===== config.mk =====
export PLATFORM = sky130hd
export DESIGN_NAME = service_display_arbiter
export DESIGN_NICKNAME = d
export VERILOG_FILES = /design/src/rtl/service_display_arbiter.sv
export SDC_FILE = /design/constraint.sdc
export NUM_CORES = 1
export LEC_CHECK = 0
export CAP_MARGIN = 40
export CORE_MARGIN = 2
export CORE_UTILIZATION = 45
export DETAILED_ROUTE_END_ITERATION = 6
export PLACE_DENSITY_LB_ADDON = 0.08
export SLEW_MARGIN = 15
export SYNTH_ARGS = -nofsm -noshare
export SYNTH_HDL_FRONTEND = slang
export SYNTH_SLANG_ARGS = --single-unit

===== constraint.sdc =====
create_clock -name clk -period 3.3 [get_ports clk]
set_input_delay 0.99 -clock clk [delete_from_list [all_inputs] [get_ports clk]]
set_output_delay 0.99 -clock clk [all_outputs]
set_load 0.005 [all_outputs]

===== src/rtl/service_display_arbiter.sv =====
// service_display_arbiter: arbitrates Service 1-4 ownership of the shared
// 4-digit 7-segment display, blanks it during owner hand-offs, scans the
// digits, blinks edit cursors and shows the clock when no service owns it.
// Ports:
//   clk, resetn    clock, synchronous active-high reset
//   svc_sel[3:0]   service switches, [3]=S1 .. [0]=S4
//   svc_num[63:0]  per-service BCD digits, [63:48]=S1 .. [15:0]=S4
//   svc_blink[15:0] per-service blink masks, [15:12]=S1 .. [3:0]=S4
//   clock_num[15:0] current time, shown when idle
//   grant[3:0]     one-hot owner (0 when none)
//   an[3:0]        one-hot digit enable, 4'b1000 = leftmost
//   seg[6:0]       segments {g,f,e,d,c,b,a}, active-high
//   switch_err     more than one switch on
module service_display_arbiter #(
    parameter int SCAN_DIV  = 50000,
    parameter int BLINK_DIV = 125,
    parameter int HANDOFF   = 1000
) (
    input  logic        clk,
    input  logic        resetn,
    input  logic [3:0]  svc_sel,
    input  logic [63:0] svc_num,
    input  logic [15:0] svc_blink,
    input  logic [15:0] clock_num,
    output logic [3:0]  grant,
    output logic [3:0]  an,
    output logic [6:0]  seg,
    output logic        switch_err
);

    localparam int SW = (SCAN_DIV  > 1) ? $clog2(SCAN_DIV)  : 1;
    localparam int BW = (BLINK_DIV > 1) ? $clog2(BLINK_DIV) : 1;
    localparam int HW = (HANDOFF   > 1) ? $clog2(HANDOFF)   : 1;

    typedef enum logic [1:0] {
        ST_IDLE,
        ST_BLANK,
        ST_OWN
    } state_t;

    state_t        r_state;
    state_t        w_state_nx;
    logic [3:0]    r_own;
    logic [3:0]    w_own_nx;
    logic [HW-1:0] r_hcnt;
    logic [HW-1:0] w_hcnt_nx;

    logic [SW-1:0] r_div;
    logic [1:0]    r_digit;
    logic [BW-1:0] r_round;
    logic          r_phase;

    logic [3:0]    r_an;
    logic [6:0]    r_seg;
    logic          r_err;

    logic [2:0]    w_cnt;
    logic          w_single;
    logic          w_div_wrap;
    logic          w_round_wrap;
    logic [15:0]   w_src;
    logic [3:0]    w_mask;
    logic [3:0]    w_nib;
    logic          w_mbit;
    logic [3:0]    w_an_nx;
    logic [6:0]    w_seg_nx;

    function automatic logic [6:0] seg7(input logic [3:0] d);
        logic [6:0] s;
        case (d)
            4'd0:    s = 7'b0111111;
            4'd1:    s = 7'b0000110;
            4'd2:    s = 7'b1011011;
            4'd3:    s = 7'b1001111;
            4'd4:    s = 7'b1100110;
            4'd5:    s = 7'b1101101;
            4'd6:    s = 7'b1111101;
            4'd7:    s = 7'b0000111;
            4'd8:    s = 7'b1111111;
            4'd9:    s = 7'b1101111;
            default: s = 7'b0000000;
        endcase
        return s;
    endfunction

    assign w_cnt = {2'b00, svc_sel[3]} + {2'b00, svc_sel[2]}
                 + {2'b00, svc_sel[1]} + {2'b00, svc_sel[0]};
    assign w_single = (w_cnt == 3'd1);

    // Owner is sticky while its own switch stays on; the BLANK target is
    // re-chosen from the switches on the terminal hand-off cycle.
    always_comb begin
        w_state_nx = r_state;
        w_own_nx   = r_own;
        w_hcnt_nx  = '0;
        unique case (r_state)
            ST_IDLE: begin
                if (w_single) w_state_nx = ST_BLANK;
            end
            ST_OWN: begin
                if ((svc_sel & r_own) == 4'b0000) w_state_nx = ST_BLANK;
            end
            ST_BLANK: begin
                if (r_hcnt == HW'(HANDOFF - 1)) begin
                    if (w_single) begin
                        w_state_nx = ST_OWN;
                        w_own_nx   = svc_sel;
                    end else begin
                        w_state_nx = ST_IDLE;
                    end
                end else begin
                    w_hcnt_nx = r_hcnt + HW'(1);
                end
            end
            default: w_state_nx = ST_IDLE;
        endcase
    end

    always_ff @(posedge clk) begin
        if (resetn) begin
            r_state <= ST_IDLE;
            r_own   <= 4'b0000;
            r_hcnt  <= '0;
        end else begin
            r_state <= w_state_nx;
            r_own   <= w_own_nx;
            r_hcnt  <= w_hcnt_nx;
        end
    end

    assign w_div_wrap   = (r_div == SW'(SCAN_DIV - 1));
    assign w_round_wrap = (r_round == BW'(BLINK_DIV - 1));

    // Scan timing is free-running; owner changes never disturb it.
    always_ff @(posedge clk) begin
        if (resetn) begin
            r_div   <= '0;
            r_digit <= 2'd0;
            r_round <= '0;
            r_phase <= 1'b0;
        end else begin
            r_div <= w_div_wrap ? '0 : r_div + SW'(1);
            if (w_div_wrap) begin
                r_digit <= r_digit + 2'd1;
                if (r_digit == 2'd3) begin
                    r_round <= w_round_wrap ? '0 : r_round + BW'(1);
                    if (w_round_wrap) r_phase <= ~r_phase;
                end
            end
        end
    end

    always_comb begin
        w_src  = clock_num;
        w_mask = 4'b0000;
        if (r_state == ST_OWN) begin
            unique case (1'b1)
                r_own[3]: begin
                    w_src  = svc_num[63:48];
                    w_mask = svc_blink[15:12];
                end
                r_own[2]: begin
                    w_src  = svc_num[47:32];
                    w_mask = svc_blink[11:8];
                end
                r_own[1]: begin
                    w_src  = svc_num[31:16];
                    w_mask = svc_blink[7:4];
                end
                r_own[0]: begin
                    w_src  = svc_num[15:0];
                    w_mask = svc_blink[3:0];
                end
                default: ;
            endcase
        end
    end

    always_comb begin
        w_nib  = w_src[15:12];
        w_mbit = w_mask[3];
        case (r_digit)
            2'd0: begin
                w_nib  = w_src[15:12];
                w_mbit = w_mask[3];
            end
            2'd1: begin
                w_nib  = w_src[11:8];
                w_mbit = w_mask[2];
            end
            2'd2: begin
                w_nib  = w_src[7:4];
                w_mbit = w_mask[1];
            end
            default: begin
                w_nib  = w_src[3:0];
                w_mbit = w_mask[0];
            end
        endcase
    end

    always_comb begin
        w_an_nx  = 4'b0000;
        w_seg_nx = 7'b0000000;
        if (r_state != ST_BLANK && !(r_phase && w_mbit)) begin
            w_an_nx  = 4'b1000 >> r_digit;
            w_seg_nx = seg7(w_nib);
        end
    end

    always_ff @(posedge clk) begin
        if (resetn) begin
            r_an  <= 4'b0000;
            r_seg <= 7'b0000000;
            r_err <= 1'b0;
        end else begin
            r_an  <= w_an_nx;
            r_seg <= w_seg_nx;
            r_err <= (w_cnt > 3'd1);
        end
    end

    assign grant      = (r_state == ST_OWN) ? r_own : 4'b0000;
    assign an         = r_an;
    assign seg        = r_seg;
    assign switch_err = r_err;

endmodule


* Word-level counts from Yosys, hierarchy flattened
Memory sizes are Yosys's and may differ from the RTL's. A register that Yosys moved wholly into a read port is not among the register bits.
Cells that the tools add are included.
** Storage, ports and cells
- Bits in registers :: 47
- ROM bits :: 112
- Input bits :: 102
- Output and inout port bits :: 16
- Word-level logic and storage cells :: 62
- Memories :: 1
** Cells by class
- $add $sub $neg :: 7
- Order comparisons :: 1
- Equality and inequality tests :: 13
- Shift operators :: 1
- Multiplexer cells :: 13
- Bitwise logic cells :: 4
- Reductions and logical operators :: 13
** Memories
- (name not given) :: words 16, bits a word 7, rd ports 1, clocked after Yosys merged registers in 1, write ports 0, RTL line 70 : case (d)
** Operators by type and width (count)
- 16-bit case mux with 4 select lines :: 1
- 16-bit by 1-bit adder with 16-bit output, second input constant :: 1
- 16-bit == test, second input constant :: 1
- 16-bit 2-to-1 mux :: 1
- 4-bit case mux with 4 select lines :: 1
- 4-bit case mux with 3 select lines :: 1
- 10-bit by 1-bit adder with 10-bit output, second input constant :: 1
- 10-bit == test, second input constant :: 1
- 3-bit AND reduction :: 3
- 2-bit 2-to-1 mux :: 4
- 4-bit 2-to-1 mux :: 2
- 7-bit by 1-bit adder with 7-bit output, second input constant :: 1
- 7-bit == test, second input constant :: 1
- 7-bit 2-to-1 mux :: 1
- 2-bit == test, second input constant :: 3
- 2-bit inequality test, second input constant :: 3
- 2-bit case mux with 3 select lines :: 1
- 4-bit bitwise AND :: 1
- 2-bit by 1-bit == test with 1-bit output, second input constant :: 2
- 2-bit zero test :: 2
- 4-bit zero test :: 1
- 2-bit OR reduction :: 2
- 4-bit by 2-bit right shift with 4-bit output, first input constant :: 1
- 2-bit by 1-bit adder with 3-bit output :: 1
- other kinds (12) :: 15

* Longest topological paths before layout
Gate-level depths: netlist of the first run.
- Word-level depth :: 8
- Gate-level depth with buffers :: 11
- Gate-level depth less buffers :: 10

* Worst setup path after synthesis of the first run
Ideal clock, no wire load.
- Path type :: input port to flip-flop
- From :: in svc_sel[0]
- To :: reg r_own[0]
- Setup time :: 0.128 ns
- Arrival :: 2.957 ns
- Required time :: 3.172 ns
- Path slack :: 0.215 ns
- Stages on the path :: 11
- Path buffers :: 1
- Path through :: inv_1 fa_1 inv_1 ha_1 inv_1 ha_1 nor3b_1 and3_1 clkbuf_1 mux2i_1 nor2_1
** On the way
- Longest elaborated chain between the ends :: 3
** RTL lines
- from (decl) :: RTL line 21 : input logic [3:0] svc_sel,
- 3-bit by 1-bit adder with 3-bit output :: RTL line 87 : + {2'b00, svc_sel[1]} + {2'b00, svc_sel[0]};
- 3-bit by 1-bit == test with 1-bit output :: RTL line 88 : assign w_single = (w_cnt == 3'd1);
- 3-bit AND reduction (no line)
- to (signal assigned) :: RTL line 126 : r_own <= w_own_nx;
- to (decl) :: RTL line 43 : logic [3:0] r_own;
Parallel ways exist; a longest one is shown, timed or not.
A chain may end at the register's enable or synchronous reset.

* Final worst setup path of the first run
- From :: in svc_sel[0]
- To :: reg r_own[2]
** On the way
- Longest elaborated chain between the ends :: 3
** RTL lines (RTL line)
- 3-bit by 1-bit adder with 3-bit output :: 87
- 3-bit by 1-bit == test with 1-bit output :: 88
- 3-bit AND reduction (no line)
Every way passes these cells.

==> flow_metrics.py, run 1 <==
metrics = {
    "sta": {
        "fin_skew_ps": 11.4,
        "finalSetupViolations": 0,
        "fmax_ghz": 0.319,
        "worstMarginPinSlew_ps": 668,
        "hold_viol_final": 0,
        "slew_headroom_pct": 55.4,
        "fin_crit_ps": 3130,
        "rsz0062_at_grt": "false",
        "period_share_pct": 94.9,
        "finalMaxSlewViolations": 0,
        "hold_ws_ps": 436,
        "setup_ws_ps": 168,
        "setup_tns_ps": 0,
    },
    "setup_path": {
        "worst_path_largest_cell_delay_ps": 530,
        "reg2regPathDepth": 9,
        "crit_slowest_cell": "fa_1",
        "path_max_fanout": 5,
        "cpLargestDelayFamily": "adder cells",
        "cp.buffers_inverters": 4,
        "endpoint_kind": "register",
        "startpoint_type": "primary input",
        "cp.depth": 11,
        "arrival_ps": 3330,
        "crit_type": "in2reg",
        "path_common_cell": "inv_1",
        "required_ps": 3490,
        "path_cells": "clkdlybuf4s50_1, inv_1, fa_1, inv_1, ha_1, inv_1, ha_1, nor3b_2, and3_4, mux2i_1, nor2_1",
    },
    "routing": {
        "dr.first_iter.drc_count": 125,
        "drc_errors": 0,
        "firstDrtPassIters": 4,
        "vias": 3169,
        "wl_per_cell_microns": 15.7,
        "post_drt_via_cell_ratio": 5.39,
        "detail_route.wirelength_microns": 9230,
        "ant_nets": 0,
    },
    "finish": {
        "fin_nets": 610,
        "final_common_cell": "clkdlybuf4s50_1",
        "area_growth_syn_to_layout_pct": 43.6,
        "layout.cells.non_filler": 588,
        "diodes": 0,
        "final_cell_mix": "clkdlybuf4s50_1, dfxtp_1, nor2_1, a22o_1, nand3_1",
        "drive_above_1_share_pct": 7.72,
    },
    "die": {
        "start_util_pct": 47.0,
        "core-area_sq_um": 6870,
        "rows": 30,
        "dieWidth_microns": 88.7,
        "dieArea_sq_um": 7880,
        "die_y_microns": 88.7,
        "io_pins": 118,
    },
    "placement": {
        "portBuffers": 117,
        "place.gp.congestion": 0.879,
        "dpl_worst_slack_ps": -344,
        "hpwl_microns": 7230,
        "dp_cells": 580,
    },
    "global_routing": {
        "grt_overflow": 0,
        "grt_max_degree": 18,
        "antenna_found_initial": 0,
        "grt_pass1_vias": 3094,
        "grt_pass1_wl_microns": 14600,
        "grt_usage_pct": 23.6,
    },
    "clock_tree": {
        "cts.sinks": 54,
        "cts_hold_buffers": 0,
        "post_cts.repair.setup_buffers": 0,
        "clkLatencyLatePin_ps": 300,
        "clk_pin_slew_ps": 90,
        "cts_tree": "done",
        "numCtsBuffers": 5,
        "clockRootBuffer": "clkbuf_8",
        "h-tree-depth": 2,
        "clk_path_buf_depth": 2,
    },
    "synthesis": {
        "ys_seq_area_share_pct": 33.4,
        "synth.yosys.warnings": 0,
        "synth_cells": 374,
        "synth-async-reset-ratio_pct": 0,
        "synth_area_sq_um": 3230,
        "syn_avg_cell_area_sq_um": 8.64,
        "synth-main-ff-cell": "dfxtp_1",
        "synth_edf_count": 0,
        "syn_nets": 493,
        "ys_ff_latch": 54,
        "ys_types": 55,
    },
    "hold_path": {
        "hold_class": "reg2reg",
        "hold_depth": 1,
    },
    "power_and_ir_drop": {
        "leakagePower_uw": 0.00170,
        "peakVddDrop_mv": 0.246,
        "p_per_area_nw_per_um2": 294,
    },
    "run": {
        "cap_viol_max_count": 0,
    },
    "run_status": {
        "status": "completed",
    },
}
-- final timing paths --
path | slack (ps) | to | startpoint
hold / removal | 440 | r_hcnt[0] | r_hcnt[0]
setup reg to reg | 700 | seg[3] | r_digit[0]
hold reg to reg | 440 | r_hcnt[0] | r_hcnt[0]
setup / recovery | 170 | r_own[2] | svc_sel[0]
-- routing by layer --
| metal | up-vias | share of wire [%] | GRT usage, % |
|---|---|---|---|
| li1 | 1588 | - | - |
| met1 | 1471 | 42 | 27.3 |
| met2 | 99 | 48 | 43.1 |
| met3 | 11 | 8.3 | 5.88 |
| met4 | 0 | 1.4 | 6.06 |
| met5 | - | 0 | 0 |
-- kinds of logic (layout without fill, tap and decap cells) --
group	count (synthesis)	in the layout	share of synthesized area, %
XOR/XNOR	30	30	8.13
AO/OA/AOI/OAI	90	90	21.1
adder cells (fa/ha/maj)	17	17	6.81
multiplexers	6	6	1.86
flip-flops	54	54	33.4
AND/OR/NAND/NOR	140	140	23.5
buffers and inverters	37	155	5.15
-- stage by stage --
step	power, uW	area (sq um)	util [%]
2_1_floorplan	771	3230	-
3_3_place_gp	936	4520	65.8
3_5_place_dp	942	4520	65.8
4_1_cts	1380	4640	67.5
5_1_grt	1430	4640	67.6
6_report	1370	4640	67.6
-- worst register-to-register path, stage by stage (launching register included) --
cell	delay, ps
dfxtp_1	470
inv_1	130
ha_1	360
a222oi_1	500
nand3_1	130
o211ai_1	240
inv_1	90
ha_1	320
a21oi_1	180
nor3_1	70
-- registers in the layout, summed over array words and instances (netlist names) --
register / count
r_digit: 2
r_phase: 1
r_hcnt: 10
r_div: 16
an: 4
seg: 7
r_own: 4
switch_err: 1
r_round: 7
r_state: 2
-- timing repair --
action                                  CTS  global route
pin swaps                                 0             1
endpoints found under the setup margin    4             4
gates resized for setup                   2             1
-- cell usage after synthesis, types with 2 or more instances --
cell type  count  area share, %
a211oi_1       2           0.46
a21oi_1       11            1.7
a222oi_1       6            1.9
a22o_1        24            6.5
a22oi_1       15            3.5
and2_1         7            1.4
and3_1         7            1.4
and4_1         3           0.81
buf_2         10            1.5
buf_6          2           0.70
clkbuf_1       8           0.93
dfxtp_1       54             33
ha_1          16            6.2
inv_1         17            2.0
mux2i_1        6            1.9
nand2_1       13            1.5
nand2b_1       4           0.77
nand3_1       19            2.9
nand4_1        8            1.5
nor2_1        45            5.2
nor2_2         7            1.4
nor2b_1        3           0.58
nor3_1         9            1.4
o211ai_1       2           0.46
o21ai_0       14            2.2
o32ai_1        3           0.81
or2_1          2           0.39
or3_1          2           0.39
xnor2_1       15            4.1
xor2_1        15            4.1
-- layout make-up --
| type | instances | area, sq um |
|---|---|---|
| Clock buffer | 5 | 68.8 |
| Clock inverter | 3 | 43.8 |
| Inverter | 17 | 63.8 |
| Fill cell | 600 | 2230 |
| Sequential cell | 54 | 1080 |
| Multi-Input combinational cell | 283 | 1990 |
| Timing Repair Buffer | 130 | 1270 |
| Tap cell | 96 | 120 |
-- power by group --
group | total, uW | switching [uW] | internal, uW | leakage (uW)
sequential | 679 | 9.66 | 670 | 0.000438
combinational | 248 | 82.4 | 166 | 0.00120
clock | 439 | 211 | 227 | 0.0000585
Power figures use the tool's default switching activity.
==> run 2: changes to the inputs <==
- CORE_MARGIN: 2 -> 1.5
==> flow_metrics.py, run 2 (synthesis results as in run 1) <==
metrics = {
    "run_status": {
        "status": "completed",
    },
    "clock_tree": {
        "clk_pin_slew_ps": 100,
        "clockRootBuffer": "clkbuf_8",
        "h-tree-depth": 2,
        "postCtsResizedCells": 0,
        "cts.sinks": 54,
        "numCtsBuffers": 5,
        "cts_tree": "done",
        "post_cts.repair.setup_buffers": 0,
        "clkLatencyLatePin_ps": 320,
        "clk_path_buf_depth": 2,
        "cts_hold_buffers": 0,
    },
    "sta": {
        "setup_ws_ps": 107,
        "period_share_pct": 96.7,
        "setup_tns_ps": 0,
        "rsz0062_at_grt": "false",
        "finalMaxSlewViolations": 0,
        "hold_viol_final": 0,
        "fin_skew_ps": 19.9,
        "hold_ws_ps": 448,
        "fin_crit_ps": 3190,
        "slew_headroom_pct": 58.4,
        "fmax_ghz": 0.313,
        "worstMarginPinSlew_ps": 621,
        "finalSetupViolations": 0,
    },
    "setup_path": {
        "crit_type": "in2reg",
        "r2r-end": "seg[3]",
        "startpoint_type": "primary input",
        "cp.depth": 11,
        "r2r_slack_ps": 580,
        "crit_slowest_cell": "fa_1",
        "cpLargestDelayFamily": "adder cells",
        "required_ps": 3500,
        "r2r_start": "r_digit[0]",
        "cp.buffers_inverters": 4,
        "path_cells": "clkdlybuf4s50_1, inv_1, fa_1, inv_1, ha_1, inv_1, ha_1, nor3b_1, and3_2, mux2i_1, nor2_1",
        "path_max_fanout": 5,
        "reg2regPathDepth": 9,
        "arrival_ps": 3390,
        "worst_path_largest_cell_delay_ps": 540,
        "path_common_cell": "inv_1",
        "endpoint_kind": "register",
    },
    "power_and_ir_drop": {
        "p_clk_share_pct": 29.5,
        "p_int_uw": 995,
        "p_per_area_nw_per_um2": 285,
        "p_seq_share_pct": 51.6,
        "swShare_pct": 24.4,
        "leakagePower_uw": 0.00169,
        "combPwrFrac_pct": 18.8,
        "peakVddDrop_mv": 0.348,
        "p_sw_uw": 321,
    },
    "finish": {
        "area_growth_syn_to_layout_pct": 42.9,
        "fin_area_sq_um": 4620,
        "drive_above_1_share_pct": 7.52,
        "diodes": 0,
        "final_common_cell": "clkdlybuf4s50_1",
        "fin_util_pct": 67.2,
        "fill_cells": 600,
        "fin_nets": 610,
        "register_area_sq_um": 1080,
        "largest_register": "r_div",
        "largest_reg_flops": 16,
        "reg_top3": "r_div (16), r_hcnt (10)",
        "multi_input_area_sq_um": 1990,
        "final_cell_mix": "clkdlybuf4s50_1, dfxtp_1, nor2_1, a22o_1, nand3_1",
    },
    "hold_path": {
        "hold_end": "r_hcnt[0]",
        "hold_class": "reg2reg",
        "min_from": "r_hcnt[0]",
        "hold_depth": 1,
    },
    "placement": {
        "place.gp.congestion": 0.860,
        "portBuffers": 117,
        "dpl_worst_slack_ps": -294,
        "placed_area_sq_um": 4520,
        "hpwl_microns": 7160,
    },
    "routing": {
        "dr.first_iter.drc_count": 99,
        "vias": 3238,
        "drc_errors": 0,
        "ant_nets": 0,
        "wl_per_cell_microns": 15.7,
        "detail_route.wirelength_microns": 9260,
        "post_drt_via_cell_ratio": 5.51,
        "firstDrtPassIters": 4,
    },
    "global_routing": {
        "grt_usage_pct": 24.3,
        "antenna_found_initial": 0,
        "grt_pass1_vias": 3182,
        "grt_max_degree": 24,
        "grt_overflow": 0,
        "grt_pass1_wl_microns": 14700,
    },
    "die": {
        "rows": 30,
        "io_pins": 118,
        "dieArea_sq_um": 7700,
        "dieWidth_microns": 87.7,
        "start_util_pct": 47.0,
        "die_y_microns": 87.7,
        "core-area_sq_um": 6870,
    },
    "run": {
        "cap_viol_max_count": 0,
    },
}
## run 2: per-layer routing
metal | wire (microns) | global-route usage, % | vias to the layer above
li1 | - | - | 1592
met5 | 0 | 0 | -
met2 | 4560 | 45.6 | 103
met1 | 3800 | 26.7 | 1525
met3 | 696 | 5.56 | 18
met4 | 209 | 8.08 | 0
## run 2: worst register-to-register path, delay by kind of cell, from the launching register on
family | cells | cell delay, ps
AO/OA/AOI/OAI | 3 | 890
adder cells (fa/ha/maj) | 2 | 670
buffers and inverters | 2 | 240
flip-flops | 1 | 470
AND/OR/NAND/NOR | 2 | 350
## run 2: final cells by class
class,count,area share [%]
clock inverters,3,0.623
inverters,17,1.38
multi-input cells,283,43.0
clock buffers,5,1.49
flip-flops and latches,54,23.4
well taps,96,2.60
repair buffers,130,27.5
## run 2: stage by stage
stage,std cells,power [uW]
2_1_floorplan,374,771
3_3_place_gp,580,938
3_5_place_dp,580,943
4_1_cts,588,1330
5_1_grt,588,1380
6_report,588,1320
## run 2: worst max-delay path by stage
stage,slack (ps),end,startpoint
2_1_floorplan,220,r_own[0],svc_sel[0]
3_3_place_gp,-230,r_own[3],svc_sel[0]
3_5_place_dp,-290,r_own[0],svc_sel[0]
4_1_cts,30,r_own[0],svc_sel[0]
5_1_grt,9,r_own[1],svc_sel[0]
6_report,110,r_own[0],svc_sel[0]
## run 2: power groups by stage
| stage | Combinational [uW] | Sequential [uW] | Clock, uW |
|---|---|---|---|
| 2_1_floorplan | 75.8 | 695 | 0 |
| 3_3_place_gp | 244 | 694 | 0 |
| 3_5_place_dp | 248 | 695 | 0 |
| 4_1_cts | 249 | 680 | 402 |
| 5_1_grt | 269 | 682 | 425 |
| 6_report | 248 | 679 | 389 |
==> run 3: changes to the inputs <==
- PLACE_DENSITY: unset -> 0.81
- PLACE_DENSITY_LB_ADDON: 0.08 -> unset
==> flow_metrics.py, run 3 (synthesis results as in run 1) <==
metrics = {
    "routing": {
        "dr.first_iter.drc_count": 185,
        "vias": 3192,
        "firstDrtPassIters": 4,
        "wl_per_cell_microns": 16.0,
        "ant_nets": 0,
        "detail_route.wirelength_microns": 9430,
        "post_drt_via_cell_ratio": 5.43,
        "drc_errors": 0,
    },
    "finish": {
        "register_area_sq_um": 1080,
        "final_cell_mix": "clkdlybuf4s50_1, dfxtp_1, nor2_1, a22o_1, nand3_1",
        "diodes": 0,
        "largest_register": "r_div",
        "largest_reg_flops": 16,
        "drive_above_1_share_pct": 7.72,
        "multi_input_area_sq_um": 1990,
        "final_common_cell": "clkdlybuf4s50_1",
        "reg_top3": "r_div (16), r_hcnt (10)",
        "fill_cells": 601,
        "fin_nets": 611,
        "fin_util_pct": 68.0,
        "area_growth_syn_to_layout_pct": 44.4,
    },
    "die": {
        "core-area_sq_um": 6870,
        "dieArea_sq_um": 7700,
        "die_y_microns": 87.7,
        "rows": 30,
        "dieWidth_microns": 87.7,
        "start_util_pct": 47.0,
        "io_pins": 118,
    },
    "setup_path": {
        "path_common_cell": "inv_1",
        "crit_type": "in2reg",
        "startpoint_type": "primary input",
        "endpoint_kind": "register",
        "path_cells": "clkdlybuf4s50_1, inv_1, fa_1, inv_1, ha_1, inv_1, ha_1, nor3b_2, and3_4, mux2i_1, nor2_1",
        "worst_path_largest_cell_delay_ps": 540,
        "crit_slowest_cell": "fa_1",
        "arrival_ps": 3320,
        "path_max_fanout": 5,
        "required_ps": 3500,
        "cpLargestDelayFamily": "adder cells",
        "cp.buffers_inverters": 4,
    },
    "clock_tree": {
        "h-tree-depth": 2,
        "cts_tree": "done",
        "clockRootBuffer": "clkbuf_8",
        "postCtsResizedCells": 0,
        "clk_path_buf_depth": 2,
        "numCtsBuffers": 5,
        "clkLatencyLatePin_ps": 300,
        "cts.sinks": 54,
        "cts_hold_buffers": 0,
        "post_cts.repair.setup_buffers": 0,
        "clk_pin_slew_ps": 90,
    },
    "power_and_ir_drop": {
        "combPwrFrac_pct": 18.4,
        "p_clk_share_pct": 32.2,
        "swShare_pct": 21.4,
        "total_power_uw": 1380,
        "p_seq_share_pct": 49.4,
        "peakVddDrop_mv": 0.190,
        "p_int_uw": 1080,
        "p_per_area_nw_per_um2": 295,
        "p_sw_uw": 295,
        "leakagePower_uw": 0.00171,
    },
    "sta": {
        "finalMaxSlewViolations": 0,
        "rsz0062_at_grt": "false",
        "fin_crit_ps": 3120,
        "finalSetupViolations": 0,
        "hold_ws_ps": 444,
        "slew_headroom_pct": 46.0,
        "setup_tns_ps": 0,
        "period_share_pct": 94.7,
        "worstMarginPinSlew_ps": 809,
        "fin_skew_ps": 5.35,
        "hold_viol_final": 0,
        "fmax_ghz": 0.320,
    },
    "placement": {
        "portBuffers": 117,
        "hpwl_microns": 7270,
        "place.gp.congestion": 0.891,
    },
    "global_routing": {
        "grt_max_degree": 21,
        "grt_overflow": 0,
        "grt_usage_pct": 24.7,
        "grt_pass1_vias": 3151,
        "grt_pass1_wl_microns": 15000,
        "antenna_found_initial": 0,
    },
    "run_status": {
        "status": "completed",
    },
    "run": {
        "cap_viol_max_count": 0,
    },
    "hold_path": {
        "hold_class": "reg2reg",
    },
}
==> run 3: cell type report <==
cell class,count,share of cell area (%)
Multi-Input combinational cell,283,42.7
Sequential cell,54,23.2
Inverter,17,1.37
Timing Repair Buffer,131,27.8
Tap cell,96,2.57
Clock inverter,1,0.643
Clock buffer,6,1.77
==> run 3: routing by layer <==
| metal | wire length, microns | vias to the layer above | track usage, % | share of wire [%] |
|---|---|---|---|---|
| met4 | 68 | 0 | 3.90 | 0.72 |
| met2 | 4700 | 96 | 44.6 | 50 |
| li1 | - | 1594 | - | - |
| met5 | 0 | - | 0 | 0 |
| met3 | 612 | 8 | 5.18 | 6.5 |
| met1 | 4040 | 1494 | 30.5 | 43 |
==> run 3: metrics by stage <==
stage          setup WS, ps  instance area, sq um  instances
5_1_grt                88.8                  4670        588
2_1_floorplan           215                  3230        374
3_3_place_gp           -222                  4520        580
6_report                175                  4670        588
4_1_cts                24.5                  4660        588
3_5_place_dp           -263                  4550        581
==> run 3: power groups by stage <==
| stage | clock network [uW] | registers [uW] | logic, uW |
|---|---|---|---|
| 5_1_grt | 479 | 681 | 274 |
| 3_3_place_gp | 0 | 694 | 244 |
| 3_5_place_dp | 0 | 695 | 249 |
| 2_1_floorplan | 0 | 695 | 75.8 |
| 4_1_cts | 449 | 680 | 251 |
| 6_report | 444 | 679 | 253 |
==> run 3: path summary, 6_finish.rpt <==
kind | slack (ps) | cells past startpoint | from | endpoint
max | 180 | 11 | svc_sel[0] | r_own[1]
min reg2reg | 440 | 1 | r_hcnt[0] | r_hcnt[0]
min | 440 | 1 | r_hcnt[0] | r_hcnt[0]
max reg2reg | 570 | 8 | r_digit[0] | seg[5]
==> run 3: worst reg2reg max path: stages (launching register included) <==
cell and delay, ps:
dfxtp_1 480, inv_1 150, ha_1 380, a21boi_0 190
a2111oi_0 490, buf_4 200, o21ai_0 190, buf_4 240
o32ai_1 300
